<file path="src/rtl/ccg_bist_pkg.sv">
// Shared types, default constants and the output-folding helper for the CUT BIST sequencer.
package ccg_bist_pkg;

  typedef enum logic [1:0] {
    ST_IDLE    = 2'd0,
    ST_SETTLE  = 2'd1,
    ST_CAPTURE = 2'd2,
    ST_DONE    = 2'd3
  } ccg_state_t;

  localparam logic [15:0] CCG_POLY_DEFAULT = 16'h1021;

  localparam int unsigned FOLD_MAX_W = 256;
  localparam int unsigned SIG_MAX_W  = 64;

  // XOR-folds a zero-extended output word into sig_w-bit chunks (bit i lands on i mod sig_w).
  function automatic logic [SIG_MAX_W-1:0] fold(input logic [FOLD_MAX_W-1:0] din,
                                                input int unsigned           sig_w);
    logic [SIG_MAX_W-1:0] acc;
    acc = '0;
    for (int unsigned i = 0; i < FOLD_MAX_W; i++) begin
      acc[6'(i % sig_w)] = acc[6'(i % sig_w)] ^ din[i];
    end
    return acc;
  endfunction

endpackage

</file>
<file path="src/rtl/ccg_bist_if.sv">
// Control/status and CUT-facing bus between the BIST sequencer and the evaluation harness.
interface ccg_bist_if #(
  parameter int unsigned N_IN  = 13,
  parameter int unsigned N_OUT = 16,
  parameter int unsigned SIG_W = 16
);
  logic             start;
  logic             abort;
  logic [SIG_W-1:0] expected_sig;
  logic [N_IN-1:0]  dut_x;
  logic [N_OUT-1:0] dut_f;
  logic             busy;
  logic             done;
  logic             pass;
  logic [SIG_W-1:0] signature;
  logic [N_IN-1:0]  vec_idx;

  modport master (
    output start, abort, expected_sig, dut_f,
    input  dut_x, busy, done, pass, signature, vec_idx
  );

  modport slave (
    input  start, abort, expected_sig, dut_f,
    output dut_x, busy, done, pass, signature, vec_idx
  );
endinterface

</file>
<file path="src/rtl/ccg_misr.sv">
// Multiple-input signature register compacting one folded CUT output word per enabled cycle.
module ccg_misr
  import ccg_bist_pkg::*;
#(
  parameter int unsigned           SIG_W   = 16,
  parameter logic [SIG_W-1:0]      POLY    = SIG_W'(CCG_POLY_DEFAULT),
  parameter int unsigned           IN_W    = 16,
  parameter logic [SIG_W-1:0]      RST_SIG = '0
) (
  input  logic             clk,
  input  logic             rst_n,
  input  logic             load,
  input  logic [SIG_W-1:0] seed,
  input  logic             en,
  input  logic [IN_W-1:0]  din,
  output logic [SIG_W-1:0] sig
);

  logic [SIG_W-1:0] din_fold_c;
  logic [SIG_W-1:0] sig_next_c;

  always_comb begin
    din_fold_c = SIG_W'(fold(FOLD_MAX_W'(din), SIG_W));
    sig_next_c = {sig[SIG_W-2:0], 1'b0} ^ (sig[SIG_W-1] ? POLY : '0) ^ din_fold_c;
  end

  always_ff @(posedge clk or negedge rst_n) begin
    if (!rst_n) begin
      sig <= RST_SIG;
    end else if (load) begin
      sig <= seed;
    end else if (en) begin
      sig <= sig_next_c;
    end
  end

endmodule

</file>
<file path="src/rtl/ccg_bist_sequencer.sv">
// Exhaustive BIST sequencer: walks every CUT input vector, compacts outputs into a MISR
// and compares the final signature with a golden value.
module ccg_bist_sequencer
  import ccg_bist_pkg::*;
#(
  parameter int unsigned      N_IN       = 13,
  parameter int unsigned      N_OUT      = 16,
  parameter int unsigned      SIG_W      = 16,
  parameter logic [SIG_W-1:0] POLY       = SIG_W'(CCG_POLY_DEFAULT),
  parameter logic [SIG_W-1:0] SIG_SEED   = '0,
  parameter int unsigned      SETTLE_CYC = 1
) (
  input  logic       clk,
  input  logic       rst_n,
  ccg_bist_if.slave  bus
);

  localparam int unsigned     CNT_W    = (SETTLE_CYC > 1) ? $clog2(SETTLE_CYC) : 1;
  localparam logic [N_IN-1:0] LAST_VEC = '1;
  localparam logic [CNT_W-1:0] CNT_LOAD = CNT_W'(SETTLE_CYC - 1);

  ccg_state_t       state_q, state_d;
  logic [N_IN-1:0]  vec_q, vec_d;
  logic [CNT_W-1:0] cnt_q, cnt_d;
  logic             busy_q, busy_d;
  logic             done_q, done_d;
  logic             pass_q, pass_d;
  logic             misr_load_c;
  logic             misr_en_c;
  logic [SIG_W-1:0] sig;

  always_ff @(posedge clk or negedge rst_n) begin
    if (!rst_n) begin
      state_q <= ST_IDLE;
      vec_q   <= '0;
      cnt_q   <= '0;
      busy_q  <= 1'b0;
      done_q  <= 1'b0;
      pass_q  <= 1'b0;
    end else begin
      state_q <= state_d;
      vec_q   <= vec_d;
      cnt_q   <= cnt_d;
      busy_q  <= busy_d;
      done_q  <= done_d;
      pass_q  <= pass_d;
    end
  end

  // Abort outranks everything once a run exists; start is honoured from IDLE or DONE.
  always_comb begin
    state_d     = state_q;
    vec_d       = vec_q;
    cnt_d       = cnt_q;
    busy_d      = busy_q;
    done_d      = done_q;
    pass_d      = pass_q;
    misr_load_c = 1'b0;
    misr_en_c   = 1'b0;

    if (state_q != ST_IDLE && bus.abort) begin
      state_d = ST_IDLE;
      busy_d  = 1'b0;
      done_d  = 1'b0;
    end else begin
      case (state_q)
        ST_IDLE, ST_DONE: begin
          if (bus.start) begin
            state_d     = ST_SETTLE;
            vec_d       = '0;
            cnt_d       = CNT_LOAD;
            busy_d      = 1'b1;
            done_d      = 1'b0;
            pass_d      = 1'b0;
            misr_load_c = 1'b1;
          end else if (state_q == ST_DONE && !done_q) begin
            // First DONE cycle: signature is final, latch the verdict once.
            done_d = 1'b1;
            pass_d = (sig == bus.expected_sig);
          end
        end
        ST_SETTLE: begin
          if (cnt_q == '0) begin
            state_d = ST_CAPTURE;
          end else begin
            cnt_d = cnt_q - CNT_W'(1);
          end
        end
        ST_CAPTURE: begin
          misr_en_c = 1'b1;
          if (vec_q != LAST_VEC) begin
            vec_d   = vec_q + N_IN'(1);
            cnt_d   = CNT_LOAD;
            state_d = ST_SETTLE;
          end else begin
            state_d = ST_DONE;
            busy_d  = 1'b0;
          end
        end
        default: state_d = ST_IDLE;
      endcase
    end
  end

  ccg_misr #(
    .SIG_W   (SIG_W),
    .POLY    (POLY),
    .IN_W    (N_OUT),
    .RST_SIG (SIG_SEED)
  ) u_misr (
    .clk   (clk),
    .rst_n (rst_n),
    .load  (misr_load_c),
    .seed  (SIG_SEED),
    .en    (misr_en_c),
    .din   (bus.dut_f),
    .sig   (sig)
  );

  assign bus.dut_x     = vec_q;
  assign bus.vec_idx   = vec_q;
  assign bus.busy      = busy_q;
  assign bus.done      = done_q;
  assign bus.pass      = pass_q;
  assign bus.signature = sig;

endmodule
</file>
<file path="src/flat_wrapper.sv">
// flat-port wrapper written by rule: the top's interface ports become plain ports
module ccg_bist_sequencer_flat import ccg_bist_pkg::*;
#(
  parameter int unsigned      N_IN       = 13,
  parameter int unsigned      N_OUT      = 16,
  parameter int unsigned      SIG_W      = 16,
  parameter logic [SIG_W-1:0] POLY       = SIG_W'(CCG_POLY_DEFAULT),
  parameter logic [SIG_W-1:0] SIG_SEED   = '0,
  parameter int unsigned      SETTLE_CYC = 1
)
  (clk, rst_n, bus_start, bus_abort, bus_expected_sig, bus_dut_f, bus_dut_x, bus_busy, bus_done, bus_pass, bus_signature, bus_vec_idx);
  ccg_bist_if #(.N_IN(N_IN), .N_OUT(N_OUT), .SIG_W(SIG_W)) bus_i ();
  input  logic clk;
  input  logic rst_n;
  input wire logic [$bits(bus_i.start)-1:0] bus_start;
  input wire logic [$bits(bus_i.abort)-1:0] bus_abort;
  input wire logic [$bits(bus_i.expected_sig)-1:0] bus_expected_sig;
  input wire logic [$bits(bus_i.dut_f)-1:0] bus_dut_f;
  output wire logic [$bits(bus_i.dut_x)-1:0] bus_dut_x;
  output wire logic [$bits(bus_i.busy)-1:0] bus_busy;
  output wire logic [$bits(bus_i.done)-1:0] bus_done;
  output wire logic [$bits(bus_i.pass)-1:0] bus_pass;
  output wire logic [$bits(bus_i.signature)-1:0] bus_signature;
  output wire logic [$bits(bus_i.vec_idx)-1:0] bus_vec_idx;
  assign bus_i.start = bus_start;
  assign bus_i.abort = bus_abort;
  assign bus_i.expected_sig = bus_expected_sig;
  assign bus_i.dut_f = bus_dut_f;
  assign bus_dut_x = bus_i.dut_x;
  assign bus_busy = bus_i.busy;
  assign bus_done = bus_i.done;
  assign bus_pass = bus_i.pass;
  assign bus_signature = bus_i.signature;
  assign bus_vec_idx = bus_i.vec_idx;
  ccg_bist_sequencer #(.N_IN(N_IN), .N_OUT(N_OUT), .SIG_W(SIG_W), .POLY(POLY), .SIG_SEED(SIG_SEED), .SETTLE_CYC(SETTLE_CYC)) u_core (.clk(clk), .rst_n(rst_n), .bus(bus_i));
endmodule
</file>
<file path="config.mk">
export PLATFORM = sky130hd
export DESIGN_NAME = ccg_bist_sequencer_flat
export DESIGN_NICKNAME = d
export VERILOG_FILES = /design/src/rtl/ccg_bist_pkg.sv /design/src/rtl/ccg_bist_if.sv /design/src/rtl/ccg_misr.sv /design/src/rtl/ccg_bist_sequencer.sv /design/src/flat_wrapper.sv
export SDC_FILE = /design/constraint.sdc
export NUM_CORES = 1
export LEC_CHECK = 0
export BUFFER_PORTS_ARGS = -buffer_cell sky130_fd_sc_hd__buf_2
export CAP_MARGIN = 20
export CORE_ASPECT_RATIO = 0.5
export CORE_UTILIZATION = 35
export CTS_CLUSTER_SIZE = 14
export DETAILED_ROUTE_END_ITERATION = 10
export SYNTH_ARGS = -nofsm -noshare
export SYNTH_HDL_FRONTEND = slang
export SYNTH_SLANG_ARGS = --single-unit
export TNS_END_PERCENT = 20
</file>
<file path="constraint.sdc">
create_clock -name clk -period 2.2 [get_ports clk]
set_clock_uncertainty 0.1 [all_clocks]
set_input_delay 0.11 -clock clk [delete_from_list [all_inputs] [get_ports clk]]
set_output_delay 0.11 -clock clk [all_outputs]
set_load 0.02 [all_outputs]
</file>
==> Word level (Yosys, flattened, before mapping) <==
Index checks and enable logic that the tools add are counted.
{ "totals": {"regBits": 35, "in_bits": 36, "output_inout_bits": 45, "elab_cells": 70} }
{ "classes": {"addsub": 2, "n_eq_ne": 10, "mux": 30, "bitwise": 3, "reduce_logical": 18} }
{ "ops": {"columns": ["op", "count"], "rows": [
  ["13-bit 2-to-1 mux", 3],
  ["16-bit 2-to-1 mux", 2],
  ["13-bit one-hot mux with 2 select lines", 1],
  ["1-bit 2-to-1 mux", 17],
  ["16-bit == test", 1],
  ["16-bit by 13-bit XOR with 16-bit output", 1],
  ["16-bit XOR", 1],
  ["13-bit by 1-bit adder with 13-bit output, second input constant", 1],
  ["13-bit inequality test, second input constant", 1],
  ["2-bit nonzero test", 5],
  ["3-bit AND reduction", 3],
  ["2-bit 2-to-1 mux", 4],
  ["3-bit by 2-bit inequality test with 1-bit output, second input constant", 2],
  ["2-bit one-hot mux with 3 select lines", 1],
  ["3-bit nonzero test", 2],
  ["2-bit == test, second input constant", 2],
  ["2-bit AND reduction", 2],
  ["4-bit AND reduction", 1],
  ["3-bit inequality test, second input constant", 1],
  ["1-bit one-hot mux with 3 select lines", 1],
  ["2-bit by 1-bit == test with 1-bit output, second input constant", 1],
  ["1-bit logical AND", 2],
  ["2-bit logical NOT", 1],
  ["2-bit by 1-bit inequality test with 1-bit output, second input constant", 1],
  ["6 further kinds", 6]
]} }

==> Depth between registers and ports, before layout <==
{ "depth": {"ltp_word": 6, "mapped_depth": 8, "ltp_nobuf": 6} }

==> By module <==
Synthesis repeated with hierarchy kept, for this count alone.
{ "hier_totals": {"hier_cells": 249, "hier_area_um2": 2297.2} }
{ "by_module_without_submodules": {"columns": ["module", "instances", "cells_each", "area_each_um2", "seq_area_each_um2"], "rows": [
  ["ccg_bist_sequencer", 1, 157, 1382.6, 450.4],
  ["ccg_misr", 1, 92, 914.6, 400.4]
]} }

==> Least setup slack after synthesis <==
Ideal clock, no wire load.
{ "synth_timing": {"path_type": "register -> register", "startpoint": "register u_core.state_q[0]", "endpoint": "register u_core.vec_q[10] (netlist: u_core.bus.dut_x[10])", "setup_time_ns": 0.125, "arrival_ns": 1.950, "t_required_ns": 1.975, "slack_ns": 0.025, "stages_incl_launch_ff": 7, "n_path_buf": 0, "synth_period_minus_slack_ns": 2.175, "cell_sequence": "dfrtp_1 inv_1 ha_1 nand2b_1 a2111o_1 nor3_1 mux2_2"} }
{ "synth_between": {"elab_chain_cells": 4, "word_cells_on_any_way": 12, "classes_between": "eq/ne: 4; mux: 1; bitwise: 1; reduce/logical: 6"} }
{ "synth_rtl": {"columns": ["item", "line_no", "source"], "rows": [
  ["from (decl)", "ccg_bist_sequencer.sv:22", "ccg_state_t state_q, state_d;"],
  ["from (signal assigned)", "ccg_bist_sequencer.sv:41", "state_q <= state_d;"],
  ["2-bit == test, or another cell as far along", "ccg_bist_sequencer.sv:66", "case (state_q)"],
  ["2-bit OR reduction or 1-bit logical AND (tied branches)", "ccg_bist_sequencer.sv:66, ccg_bist_sequencer.sv:61", null],
  ["2-bit inequality test (no source line), or another cell as far along", null, null],
  ["4-bit AND reduction (no source line)", null, null],
  ["to (signal assigned)", "ccg_bist_sequencer.sv:42", "vec_q <= vec_d;"],
  ["to (decl)", "ccg_bist_sequencer.sv:23", "logic [N_IN-1:0] vec_q, vec_d;"]
]} }
Parallel ways exist; a longest one is shown, timed or not.
A chain may end at the register's enable or synchronous reset.

==> Final worst setup path <==
{ "layout_timing": {"startpoint": "register u_core.state_q[1]", "endpoint": "register u_core.vec_q[10] (netlist: u_core.bus.dut_x[10])"} }
Same word-level chain as after synthesis.

==> impl_metrics.csv <==
group,metric,value,unit
run_status,status,"finished clean",
floorplan,die_x,112.9,um
setup_path,regToRegSetupSlack,120,ps
final_layout,nNetsFinal,346,
cts,clock-root-buffer,"clkbuf_16",
setup_path,end_kind,"flip-flop",
timing,setup_viol,0,
power,peakVddDrop,0.5622,mV
grt,grt_max_degree,35,
detailed_routing,viasPerCell,5.021,
detailed_routing,dr.pass1.iters,6,
timing,grt_setup_unrepaired,"yes",
yosys,yosysSeqAreaShare,0.3951,
detailed_routing,route.detailed.drc,0,
power,power_density,1264,nW/um2
place,port_buffers,80,
power,pwr-share-seq,0.326,
yosys,synth.area.top_cells,"dfrtp_1 40%, xnor2_1 11%, o21ai_0 5.6%",
yosys,ys_ff_latch,34,
setup_path,setup.worst_path.end,"u_core.bus.dut_x[10]",
setup_path,crit_start,"u_core.state_q[1]",
yosys,synthCells,226,
timing,slew_headroom,0.4910,
cts,htreeDepth,2,
setup_path,crit_required,2260,ps
power,p_int,0.001987,W
power,p_leak,1.327,nW
detailed_routing,via_count,1898,
final_layout,stdcell_count,378,
timing,hold_viol,0,
yosys,synth_edf_count,0,
detailed_routing,drt-initial-drc-count,54,
timing,fin_setup_tns,0,ps
yosys,postSynth.asyncResetShare,1.000,
power,switchingPower,0.001508,W
place,dp_hpwl,3831,um
floorplan,rows,19,
timing,finalMaxSlewViolations,0,
power,power_frac_clock,0.201,
cts,clock-sinks,34,
grt,antenna_found_initial,0,
final_layout,design_area,2764,um2
yosys,synth.most_common_cell,"dfrtp_1",
place,dp.cells,367,
yosys,netlist-cell-type-count,43,
setup_path,rr_endpoint,"u_core.bus.dut_x[10]",
grt,grt_overflow,0,
timing,period_minus_slack,2084,ps
detailed_routing,final_antenna_net_count,0,
cts,cts_inserted_buffers,5,
power,p_comb_frac,0.473,
hold_path,min_path_type,"in -> reg",
cts,clockBufferDepth,2,
floorplan,dieHeight,57.47,um
timing,tightest_slew,763.5,ps
yosys,synth.cell_area,2153,um2
power,p_total,0.003495,W
floorplan,start_util,0.3774,
yosys,synth.top_cell.area_share,0.3951,
cts,path_clk_slew,50,ps
final_layout,syn2layout_area_growth,28.36,%
cts,cts_tree,"built",
setup_path,critPathLaunchType,"flip-flop",
yosys,syn_nets,268,
setup_path,reg2reg_from,"u_core.state_q[1]",
grt,first_global_vias,1825,
yosys,synth-main-ff-cell,"dfrtp_1",
flow_run,cap_violations,0,
detailed_routing,routedWlPerCell,13.71,um
setup_path,crit_arrival,2140,ps
yosys,synth_warnings,0,
place,gp_congestion,0.7622,
floorplan,ios,81,
yosys,avgSynthCellArea,9.528,um2
timing,holdWs,20.76,ps
floorplan,core_area,5705,um2
final_layout,diodes,0,
timing,fin_crit_sh,0.9475,
place,placed_cell_area,2572,um2
yosys,synth_area_leader_cell,"dfrtp_1",
detailed_routing,wirelength,5182,um
cts,clk_latency,270,ps
yosys,synth_commonest_cells,"34 x dfrtp_1, 27 x xnor2_1, 26 x nand2_1",
grt,grt_usage,0.1717,
final_layout,drive_above_1_share,0.3672,
timing,fmax,479.7,MHz
setup_path,crit_type,"reg -> reg",
setup_path,reg2reg_depth,6,
floorplan,die_area,6489,um2
grt,grt_pass1_wl,8707,um
power,swShare,0.4316,
setup_path,critPathMaxFanout,5,
-- critical path: stages, from the launching register on --
cell	delay, ps
dfrtp_1	380
inv_1	120
ha_1	300
nand2b_1	190
a2111o_1	420
nor3_2	120
mux2_2	340
-- worst min-delay path by stage --
stage / startpoint / end / slack [ps] / cells after the start
floorplan: rst_n / u_core.bus.busy / -290 / 0
global placement: rst_n / u_core.u_misr.sig[2] / 140 / 1
detailed placement: rst_n / u_core.u_misr.sig[0] / 140 / 1
CTS: bus_dut_f[8] / u_core.u_misr.sig[8] / 20 / 3
global route: bus_dut_f[7] / u_core.u_misr.sig[7] / 40 / 3
finish: bus_dut_f[8] / u_core.u_misr.sig[8] / 20 / 3
-- per-layer routing --
metal,vias to the layer above,routed length [um],GRT usage
met5,-,0,0
met4,0,27,0.05263
met3,2,242,0.03719
met2,51,2450,0.2848
met1,907,2461,0.2281
li1,938,-,-
-- stage by stage --
stage | utilization | worst slack, ps
2_1_floorplan | - | 25.14
3_3_place_gp | 0.4509 | 117.9
3_5_place_dp | 0.4509 | 40.35
4_1_cts | 0.4785 | 4.832
5_1_grt | 0.4844 | -0.1457
6_report | 0.4844 | 115.6
-- repair_timing --
| action | in CTS | in global routing |
|---|---|---|
| endpoints found under the hold margin | 34 | 0 |
| buffers inserted | 0 | 1 |
| resized for setup | 0 | 5 |
| hold buffers | 1 | 0 |
| setup endpoints to repair | 0 | 4 |
-- cells by family after synthesis --
family	Yosys count	share of synthesized area
AOI/OAI and AO/OA	49	0.1563
xor gates and xnor gates	34	0.1383
adders and majority gates	6	0.03486
buffers and inverters	28	0.07379
DFF	34	0.3951
muxes	5	0.02673
and+or+nand+nor	70	0.1749
-- registers in the layout, indices dropped and copies added (netlist names) --
signal             flops
u_core.state_q         2
u_core.u_misr.sig     16
u_core.bus.pass        1
u_core.bus.done        1
u_core.bus.dut_x      13
u_core.bus.busy        1
-- power groups by stage --
stage	Clock, W	Combinational, W	Sequential [W]
global placement	0	0.00159	0.00115
global route	0.000743	0.00182	0.00119
detailed placement	0	0.00162	0.00115
finish	0.000701	0.00165	0.00114
floorplan	0	0.000938	0.00134
CTS	0.000717	0.00163	0.00115
-- layout by cell type, fill, tap and decap left out, types with 4 or more instances in the layout --
master      n
a21oi_1     5
buf_2      80
buf_4       9
clkbuf_16   5
dfrtp_1    34
ha_1        6
inv_1       9
nand2_1    26
nand4_1     4
nor3_1      9
nor4_1      5
o21ai_0    24
o22a_1      4
or3_1       4
xnor2_1    27
xor2_1      7
-- final cells by class --
type | instances | area (um2)
Multi-Input combinational cell | 164 | 1162
Inverter | 9 | 33.78
Sequential cell | 34 | 850.8
Tap cell | 73 | 91.34
Timing Repair Buffer | 90 | 478.0
Clock buffer | 7 | 142.6
Clock inverter | 1 | 5.005
Fill cell | 558 | 2942
Note: power is estimated with default switching activity, not from simulation.
